## src/rtl/mapas_pkg.sv

```systemverilog
// mapas_pkg: cell codes, headings, FSM states and ray helpers
// shared by the occupancy-grid builder and its step calculator.
package mapas_pkg;

    typedef enum logic [1:0] {
        DESCONHECIDA = 2'd0,
        LIVRE        = 2'd1,
        OCUPADA      = 2'd2,
        VISITADA     = 2'd3
    } celula_t;

    // 0=+Y, 1=+X, 2=-Y, 3=-X
    typedef enum logic [1:0] {
        NORTE = 2'd0,
        LESTE = 2'd1,
        SUL   = 2'd2,
        OESTE = 2'd3
    } direcao_t;

    typedef enum logic [1:0] {
        OCIOSO   = 2'd0,
        CAPTURA  = 2'd1,
        RAIO     = 2'd2,
        FINALIZA = 2'd3
    } estado_t;

    function automatic direcao_t rotaciona(input direcao_t d, input logic [1:0] delta);
        logic [1:0] r;
        r = d + delta;
        return direcao_t'(r);
    endfunction

    function automatic logic signed [1:0] dx(input direcao_t d);
        return (d == LESTE) ? 2'sb01 : (d == OESTE) ? 2'sb11 : 2'sb00;
    endfunction

    function automatic logic signed [1:0] dy(input direcao_t d);
        return (d == NORTE) ? 2'sb01 : (d == SUL) ? 2'sb11 : 2'sb00;
    endfunction

    // A free write only refines unknown/free cells; an occupied
    // write wins over everything except a visited cell.
    function automatic celula_t escreve(input celula_t atual, input celula_t novo);
        celula_t r;
        r = atual;
        if (novo == OCUPADA) begin
            if (atual != VISITADA) r = OCUPADA;
        end else if (novo == LIVRE) begin
            if (atual == DESCONHECIDA || atual == LIVRE) r = LIVRE;
        end
        return r;
    endfunction

endpackage

```

## src/rtl/mapas_passo.sv

```systemverilog
// mapas_passo: cell reached after a given number of steps along a
// heading, with one extra sign bit so underflow is caught, not wrapped.
module mapas_passo
    import mapas_pkg::*;
#(
    parameter int TamanhoMalha     = 8,
    parameter int tamanhoDistancia = 4
) (
    input  logic [tamanhoDistancia-1:0]     baseX,
    input  logic [tamanhoDistancia-1:0]     baseY,
    input  logic [1:0]                      direcao,
    input  logic [tamanhoDistancia-1:0]     passo,
    output logic [$clog2(TamanhoMalha)-1:0] celulaX,
    output logic [$clog2(TamanhoMalha)-1:0] celulaY,
    output logic                            dentro
);

    localparam int W  = tamanhoDistancia + 1;
    localparam int IW = $clog2(TamanhoMalha);
    localparam logic [tamanhoDistancia:0] Limite = TamanhoMalha[tamanhoDistancia:0];

    logic signed [1:0]   ux;
    logic signed [1:0]   uy;
    logic signed [W-1:0] passoS;
    logic signed [W-1:0] somaX;
    logic signed [W-1:0] somaY;

    // base + passo * unit(heading), then bounds check on both axes
    always_comb begin
        ux     = dx(direcao_t'(direcao));
        uy     = dy(direcao_t'(direcao));
        passoS = $signed({1'b0, passo});
        somaX  = $signed({1'b0, baseX});
        somaY  = $signed({1'b0, baseY});
        if (ux == 2'sb01) somaX = somaX + passoS;
        else if (ux == 2'sb11) somaX = somaX - passoS;
        if (uy == 2'sb01) somaY = somaY + passoS;
        else if (uy == 2'sb11) somaY = somaY - passoS;
        dentro = !somaX[W-1] && ({1'b0, somaX[W-2:0]} < Limite)
              && !somaY[W-1] && ({1'b0, somaY[W-2:0]} < Limite);
        celulaX = somaX[IW-1:0];
        celulaY = somaY[IW-1:0];
    end

endmodule

```

## src/rtl/mapas_direcional.sv

```systemverilog
// mapas_direcional: traces front/right/left rays into a 2-bit grid.
// MAPAS_VISITADO_EN marks the robot cell as visited instead of free.
module mapas_direcional
    import mapas_pkg::*;
#(
    parameter int TamanhoMalha     = 8,
    parameter int tamanhoDistancia = 4
) (
    input  logic                        clock,
    input  logic                        reset,
    input  logic [tamanhoDistancia-1:0] posicaoAtualnoEixoX,
    input  logic [tamanhoDistancia-1:0] posicaoAtualnoEixoY,
    input  logic [1:0]                  direcaoAtual,
    input  logic [tamanhoDistancia-1:0] distanciaFrente,
    input  logic [tamanhoDistancia-1:0] distanciaDireita,
    input  logic [tamanhoDistancia-1:0] distanciaEsquerda,
    input  logic                        novoDado,
    output logic                        pronto,
    output logic [TamanhoMalha-1:0][TamanhoMalha-1:0][1:0] malha,
    output logic                        operacaoFinalizada,
    output logic                        erroPosicao
);

    localparam int TD    = tamanhoDistancia;
    localparam int IW    = $clog2(TamanhoMalha);
    localparam int Ultima = TamanhoMalha - 1;
    localparam logic [IW-1:0] UltimaIdx = Ultima[IW-1:0];
    localparam logic [TD:0]   Limite    = TamanhoMalha[TD:0];
    localparam logic [TD-1:0] TodosUns  = '1;
    localparam logic [TD-1:0] Um        = {{(TD-1){1'b0}}, 1'b1};
`ifdef MAPAS_VISITADO_EN
    localparam celula_t CelulaRobo = VISITADA;
`else
    localparam celula_t CelulaRobo = LIVRE;
`endif

    estado_t       estado;
    logic [TD-1:0] xCap;
    logic [TD-1:0] yCap;
    direcao_t      dirCap;
    logic [TD-1:0] distF;
    logic [TD-1:0] distR;
    logic [TD-1:0] distL;
    logic [1:0]    sensor;
    logic [TD-1:0] passo;

    direcao_t         dirRaio;
    logic [TD-1:0]    distRaio;
    logic [IW-1:0]    ix;
    logic [IW-1:0]    iy;
    logic             dentro;
    logic signed [1:0] ux;
    logic signed [1:0] uy;
    logic             proximoFora;
    logic             fimRaio;
    logic             gravaRaio;
    celula_t          valorRaio;
    logic             foraMalha;

    mapas_passo #(
        .TamanhoMalha    (TamanhoMalha),
        .tamanhoDistancia(tamanhoDistancia)
    ) uPasso (
        .baseX  (xCap),
        .baseY  (yCap),
        .direcao(dirRaio),
        .passo  (passo),
        .celulaX(ix),
        .celulaY(iy),
        .dentro (dentro)
    );

    // heading and range of the sensor currently being traced
    always_comb begin
        dirRaio  = dirCap;
        distRaio = distF;
        unique case (sensor)
            2'd0: begin
                dirRaio  = dirCap;
                distRaio = distF;
            end
            2'd1: begin
                dirRaio  = rotaciona(dirCap, 2'd1);
                distRaio = distR;
            end
            default: begin
                dirRaio  = rotaciona(dirCap, 2'd3);
                distRaio = distL;
            end
        endcase
    end

    // end-of-ray detection looks one step ahead so each in-grid
    // step costs exactly one cycle
    always_comb begin
        ux = dx(dirRaio);
        uy = dy(dirRaio);
        proximoFora = (ux == 2'sb01 && ix == UltimaIdx)
                   || (ux == 2'sb11 && ix == '0)
                   || (uy == 2'sb01 && iy == UltimaIdx)
                   || (uy == 2'sb11 && iy == '0);
        fimRaio   = (distRaio == '0) || !dentro
                 || (passo == distRaio) || proximoFora;
        gravaRaio = (distRaio != '0) && dentro;
        valorRaio = (passo == distRaio && distRaio != TodosUns) ? OCUPADA : LIVRE;
        foraMalha = ({1'b0, xCap} >= Limite) || ({1'b0, yCap} >= Limite);
    end

    // control FSM, grid storage and registered status outputs
    always_ff @(posedge clock) begin
        if (reset) begin
            estado             <= OCIOSO;
            pronto             <= 1'b1;
            operacaoFinalizada <= 1'b0;
            erroPosicao        <= 1'b0;
            malha              <= '0;
            xCap               <= '0;
            yCap               <= '0;
            dirCap             <= NORTE;
            distF              <= '0;
            distR              <= '0;
            distL              <= '0;
            sensor             <= '0;
            passo              <= Um;
        end else begin
            operacaoFinalizada <= 1'b0;
            erroPosicao        <= 1'b0;
            unique case (estado)
                OCIOSO: begin
                    if (novoDado) begin
                        xCap   <= posicaoAtualnoEixoX;
                        yCap   <= posicaoAtualnoEixoY;
                        dirCap <= direcao_t'(direcaoAtual);
                        distF  <= distanciaFrente;
                        distR  <= distanciaDireita;
                        distL  <= distanciaEsquerda;
                        pronto <= 1'b0;
                        estado <= CAPTURA;
                    end
                end
                CAPTURA: begin
                    sensor <= 2'd0;
                    passo  <= Um;
                    if (foraMalha) begin
                        estado <= FINALIZA;
                    end else begin
                        malha[xCap[IW-1:0]][yCap[IW-1:0]] <= CelulaRobo;
                        estado <= RAIO;
                    end
                end
                RAIO: begin
                    if (gravaRaio)
                        malha[ix][iy] <= escreve(celula_t'(malha[ix][iy]), valorRaio);
                    if (fimRaio) begin
                        passo <= Um;
                        if (sensor == 2'd2) estado <= FINALIZA;
                        else sensor <= sensor + 2'd1;
                    end else begin
                        passo <= passo + Um;
                    end
                end
                FINALIZA: begin
                    operacaoFinalizada <= 1'b1;
                    erroPosicao        <= foraMalha;
                    pronto             <= 1'b1;
                    estado             <= OCIOSO;
                end
            endcase
        end
    end

endmodule

```

## config.mk

```make
export PLATFORM = sky130hd
export DESIGN_NAME = mapas_direcional
export DESIGN_NICKNAME = d
export VERILOG_FILES = /design/src/rtl/mapas_pkg.sv /design/src/rtl/mapas_passo.sv /design/src/rtl/mapas_direcional.sv
export SDC_FILE = /design/constraint.sdc
export NUM_CORES = 1
export LEC_CHECK = 0
export ABC_CLOCK_PERIOD_IN_PS = 11350
export BUFFER_PORTS_ARGS = -buffer_cell sky130_fd_sc_hd__buf_2
export CORE_MARGIN = 5
export CORE_UTILIZATION = 45
export DETAILED_ROUTE_END_ITERATION = 7
export GPL_TIMING_DRIVEN = 0
export PLACE_DENSITY_LB_ADDON = 0.25
export RECOVER_POWER = 100
export SYNTH_ARGS = -nofsm -noshare
export SYNTH_HDL_FRONTEND = slang
export SYNTH_SLANG_ARGS = --single-unit
```

## constraint.sdc

```tcl
create_clock -name clock -period 11.35 [get_ports clock]
set_clock_uncertainty 0.05 [all_clocks]
set_input_delay 2.27 -clock clock [delete_from_list [all_inputs] [get_ports clock]]
set_output_delay 2.27 -clock clock [all_outputs]
set_load 0.02 [all_outputs]
```

==> metrics.txt, run 1 <==
critical path capture point malha[126]; Die Y 162 um; Setup CP Type reg -> reg; Critical Path End Type flip-flop; drt first-iter violations 2223; Sink Count 161; H-tree Lvls 4; routability cong. 1.07; Syn. warnings 0; Pwr Total 3.71 mW; vias in the first global route 11900; syn_area_per_cell 7.42 um^2; die area 26100 um^2; Antenna Nets Post-Route 0; status finished, violations left; Root Buffer clkbuf_16; largest net degree at the start of global routing 19; highest routed metal layer met5; initial core utilization 0.457; post-place setup slack 5.27 ns; Synth area leaders dfxtp_1, a21oi_1, o21ai_0; I/O Buffers 155; area of the mapped netlist 10300 um^2; power density over cell area 311 nW/um^2; Reg2Reg Depth 14; R2R Setup Slk 3.19 ns; worst hold stages 2; GRT overflow 0; Slew @ Worst Pin 2.00 ns; max-slew headroom at the worst pin -0.340; layout cells sized above 1 0.0694; EDFF count, synth 0; setup violators final 0; post-synthesis sequential area ratio 0.311; final worst slack 3.19 ns; Synth Register Bits 161; first-pass iteration count of the detailed router 6; Gates resized, CTS repair 0; synth cell count leaders nand2_1, dfxtp_1, a21oi_1; CTS tree built; Num CTS Buffers 17; worst hold path class reg -> reg; post-synth top area cell dfxtp_1; footprint of the multi-input gates 6440 um^2; clock-pin slew on the worst setup and hold paths 0.08 ns; hold wc startpoint distR[2]; setup bufs post-CTS 0; Worst Path Arrival approximately 8.4 ns; drt via density roughly 6.9; vias about 13000; Leak around 4.0 nW; initial antenna violation count 1; core area 22600 um^2; VDD IR max roughly 0.13 mV; top_reg_cell synth dfxtp_1; Pins Over Slew Limit 36; fill count 2387; RSZ-0062 raised after global routing false; Worst R2R Start sensor[0]; number of remaining DRC errors 0; beginning of the critical path sensor[0]; Synth cell types 79; CP Launch Type flip-flop; Die W 162 um; worst-skew pair later-pin latency 0.45 ns; met1 wire length 22200 um; Final Hold Vio Count 0; final setup TNS 0 ns; total wire length 56800 um; num rows 55; most frequent cell after synthesis nand2_1; worst hold margin 0.407 ns; CTS Hold Buffers Added 0; Nets 1624; max_cap viols 5; top-area cell type share of the netlist area 0.311; period utilization 0.719; area grow syn2layout 15.0%; Synth Instances 1395; Met3 Wirelength 8190 um; first-pass GRT wire length 80900 um; FFs w/ async S/R, synth 0; # placed instances 1837; IO Pins 156; half-perimeter wire length after placement 42300 um; failing checks max-capacitance violations, max-slew violations; Clock Tree Buf Depth 2; routed wl met2 roughly 22000 um; Total Routing Usage GR 0.420; Crit Reg-Reg Endpoint malha[126]; min cycle time layout just over 8 ns; CP required 11.58 ns; synthesized netlist net count 1448; CP Max Fanout 10; WL/cell 30.4 um; Achievable Freq 123 MHz; register area 3220 um^2; final cell count without fillers 1870
-- flip-flops by register name (all words and copies together) (netlist names), 4 cells and up --
| name | cells |
|---|---|
| xCap | 4 |
| passo | 4 |
| yCap | 4 |
| distL | 4 |
| distF | 4 |
| malha | 128 |
| distR | 4 |
-- layout make-up --
class,count,area share
tap,285,0.0300
antenna,1,0.000210
multi-input combinational,1078,0.541
timing repair buffer,157,0.0532
inverter,33,0.0104
buffer,123,0.0440
clock inverter,15,0.0150
clock buffer,17,0.0357
sequential,161,0.271
-- stage by stage --
step	util	instance area, um^2
2_1_floorplan	-	10300
3_3_place_gp	0.507	11500
3_5_place_dp	0.509	11500
4_1_cts	0.535	12100
5_1_grt	0.526	11900
6_report	0.526	11900
-- logic make-up (layout without fill, tap and decap cells) --
| logic type | after synthesis | in the layout | share of synthesized area |
|---|---|---|---|
| AND/OR/NAND/NOR | 473 | 473 | 0.206 |
| buffers and inverters | 156 | 345 | 0.0646 |
| AO/OA/AOI/OAI | 526 | 526 | 0.312 |
| other | 0 | 1 | 0 |
| multiplexers | 36 | 36 | 0.0546 |
| flip-flops | 161 | 161 | 0.311 |
| XOR/XNOR | 15 | 15 | 0.0149 |
| adder cells (fa/ha/maj) | 28 | 28 | 0.0368 |
-- report_power, final --
part / switching (mW) / total, mW / internal [mW] / leakage, nW
logic: 1.79 / 2.34 / 0.556 / 2.40
clock network: 0.304 / 0.623 / 0.319 / 0.300
registers: 0.0947 / 0.742 / 0.648 / 1.31
total: 2.19 / 3.71 / 1.52 / 4.01
-- critical path, cell delays in order, from the launching register on --
cell and delay, ns:
dfxtp_1 0.32, inv_1 0.11, ha_1 0.25, clkbuf_1 0.33, xor2_1 0.59, mux2i_1 1.16, clkbuf_1 0.70, clkbuf_1 0.80
mux4_2 0.46, a221oi_1 0.37, nor2_1 0.08, or4_1 0.49, o21ai_0 1.21, clkbuf_1 0.85, a31oi_1 0.19
-- worst min-delay path by stage --
stage	end	slack, ns
2_1_floorplan	distR[0]	0.39
3_3_place_gp	distF[3]	0.40
3_5_place_dp	distR[2]	0.40
4_1_cts	distR[2]	0.41
5_1_grt	distR[2]	0.42
6_report	distR[2]	0.41
-- per-layer routing --
metal  GRT usage  vias to the layer above
met5           0                        -
met1       0.570                     6068
li1            -                     5471
met4       0.250                        2
met3       0.141                      283
met2       0.578                     1160
-- cell usage in the layout (no fill, tap or decap), drive strengths merged, types with 14 or more instances in the layout --
master and count:
a211oi 32, a21oi 157, a311oi 14, a31oi 64, and3 24, buf 51
clkbuf 246, dfxtp 161, ha 24, inv 43, mux2i 16, mux4 16
nand2 170, nand3 43, nor2 144, nor3 33, o21ai 148, o31ai 19
No activity file was read; power rests on OpenSTA's default activity.
==> run 2, diff against run 1 <==
--- a/config.mk
+++ b/config.mk
@@ -5,7 +5,8 @@
 export SDC_FILE = /design/constraint.sdc
 export NUM_CORES = 1
 export LEC_CHECK = 0
-export ABC_CLOCK_PERIOD_IN_PS = 11350
+export ABC_AREA = 1
+export ABC_CLOCK_PERIOD_IN_PS = 7910
 export BUFFER_PORTS_ARGS = -buffer_cell sky130_fd_sc_hd__buf_2
 export CORE_MARGIN = 5
 export CORE_UTILIZATION = 45
==> constraint.sdc (replaced) <==
create_clock -name clock -period 7.91 [get_ports clock]
set_clock_uncertainty 0.05 [all_clocks]
set_input_delay 1.582 -clock clock [delete_from_list [all_inputs] [get_ports clock]]
set_output_delay 1.582 -clock clock [all_outputs]
set_load 0.02 [all_outputs]
==> metrics.txt, run 2 <==
Sink Count 161; drt first-iter violations about 1900; total wire length ~53000 um; fin util 0.518; register area 3220 um^2; initial antenna violation count 1; FFs w/ async S/R, synth 0; Die W around 170 um; crit path cell chain inv_1 > fa_1 > xor2_1 > inv_1 > nand2_1 > nand3_1 > nand3b_1 > nor2_1 > nand3_1 > nand2_1 > inv_1 > nand3_1 > nand2_2 > nand2_1 > clkbuf_1 > nand2_1 > a21oi_1; Pins Over Slew Limit 11; RSZ-0062 raised after global routing false; syn_area_per_cell roughly 5.5 um^2; Die Y 173 um; failing checks max-capacitance violations, max-slew violations; Total Routing Usage GR 0.339; CP Max Fanout 10; max incr delay on CP 1.34 ns; CP required just over 8 ns; simple-gate share of the synthesized area 0.472; most frequent cells in the layout nand2_1, nor2_1, clkbuf_1, inv_1, dfxtp_1; max-slew headroom at the worst pin -0.194; final setup TNS 0 ns; Critical Path Most Common Cell nand2_1; vias around 15000; CTS Hold Buffers Added 0; CP delay by family, top simple AND/OR/NAND/NOR gates; Slew @ Worst Pin around 1.8 ns; WL/cell 19.7 um; area grow syn2layout 13.1%; Nets ~2400; max_cap viols 1; Synth cell types 40; I/O Buffers 154; Synth Register Bits about 160; routability cong. 0.987; period utilization 0.681; number of remaining DRC errors 0; Finished Cell Area 13500 um^2; leading cell type in the layout, fill and taps excluded nand2_1; largest family of logic cells by synthesized area simple AND/OR/NAND/NOR gates; Worst Path Arrival 5.70 ns; half-perimeter wire length after placement approximately 38000 um; max reg flops ~130; CTS tree built; EDFF count, synth 0; synth cell count leaders nand2_1, nor2_1, inv_1; post-place setup slack 4.01 ns; Critical-path top delay cell nor2_1; most frequent cell after synthesis nand2_1; area of the mapped netlist around 12000 um^2; final worst slack 2.53 ns; Placed Instance Area approximately 13000 um^2; Synth area leaders dfxtp_1, nand2_1, nor2_1; GRT overflow 0; drt via density 5.59; IO Pins 156; status finished, violations left; Achievable Freq 186 MHz; adder-cell area share of the yosys netlist 0.0319; num rows between 50 and 60; mux share of post-synthesis cell area 0; Root Buffer clkbuf_16; CP bufs+invs 4; H-tree Lvls 4; Synth Instances 2173; largest net degree at the start of global routing 17; worst-skew pair later-pin latency 0.44 ns; top-area cell type share of the netlist area 0.270; Syn. warnings 0; Final Hold Vio Count 0; Setup CP Type reg -> reg; vias in the first global route 13900; CP Launch Type flip-flop; fill count approximately 2900; Num CTS Buffers 17; Critical Path End Type flip-flop; initial core utilization 0.458; clock-pin slew on the worst setup and hold paths 0.07 ns; Antenna Nets Post-Route 0; footprint of the multi-input gates 7430 um^2; setup violators final 0; n_diodes 0; Gates resized, CTS repair 0; core area approximately 26000 um^2; layout cells sized above 1 0.0424; compound-gate portion of the synthesized area 0.113; top_reg_cell synth dfxtp_1; worst hold path class reg -> reg; setup bufs post-CTS 0; post-synth top area cell dfxtp_1; Post-Synth XOR/XNOR Area 0.00734; min cycle time layout 5.38 ns; die area 29900 um^2; first-pass GRT wire length 80000 um; Clock Tree Buf Depth 2; first-pass iteration count of the detailed router 6; post-synthesis sequential area ratio 0.270; Biggest register malha; synthesized netlist net count around 2200
run 2: metal layers:
| layer | up-vias | global-route usage | wire (um) |
|---|---|---|---|
| met2 | 971 | 0.527 | 22600 |
| met4 | 2 | 0.181 | 3550 |
| met3 | 232 | 0.0769 | 6730 |
| li1 | 7116 | - | - |
| met5 | - | 0 | 10 |
| met1 | 6732 | 0.438 | 20200 |
run 2: layout make-up:
type,count,share of cell area
clock inverter,12,0.0154
buffer,103,0.0315
inverter,202,0.0562
tap,335,0.0310
sequential,161,0.239
multi-input combinational,1707,0.551
clock buffer,17,0.0315
timing repair buffer,154,0.0449
run 2: per-stage QoR:
| stage | hold slack (ns) | cells |
|---|---|---|
| detailed placement | 0.395 | 2662 |
| CTS | 0.405 | 2691 |
| finish | 0.406 | 2691 |
| floorplan | 0.379 | 2173 |
| global placement | 0.392 | 2662 |
| global route | 0.419 | 2691 |
run 2: kinds of logic (layout without fill, tap and decap cells):
logic type / after synthesis / in the layout
XOR/XNOR: 10 / 10
buffers and inverters: 305 / 488
adder cells (fa/ha/maj): 28 / 28
AO/OA/AOI/OAI: 261 / 261
flip-flops: 161 / 161
AND/OR/NAND/NOR: 1408 / 1408
run 2: final timing paths:
kind                                from         end  slack, ns  cells past startpoint
worst max-delay path            passo[1]  malha[110]       2.53                     17
worst min-delay path            distR[2]    distR[2]       0.41                      2
worst max register to register  passo[1]  malha[110]       2.53                     17
worst min register to register  distR[2]    distR[2]       0.41                      2
run 2: tightest hold or removal path, stage by stage (launching register included):
cell and delay (ns):
dfxtp_1 0.30, inv_1 0.06, a21oi_1 0.05
Power of run 2 is not shown: default switching activity piles up to over one toggle a cycle in this logic, so the estimate is an artifact.
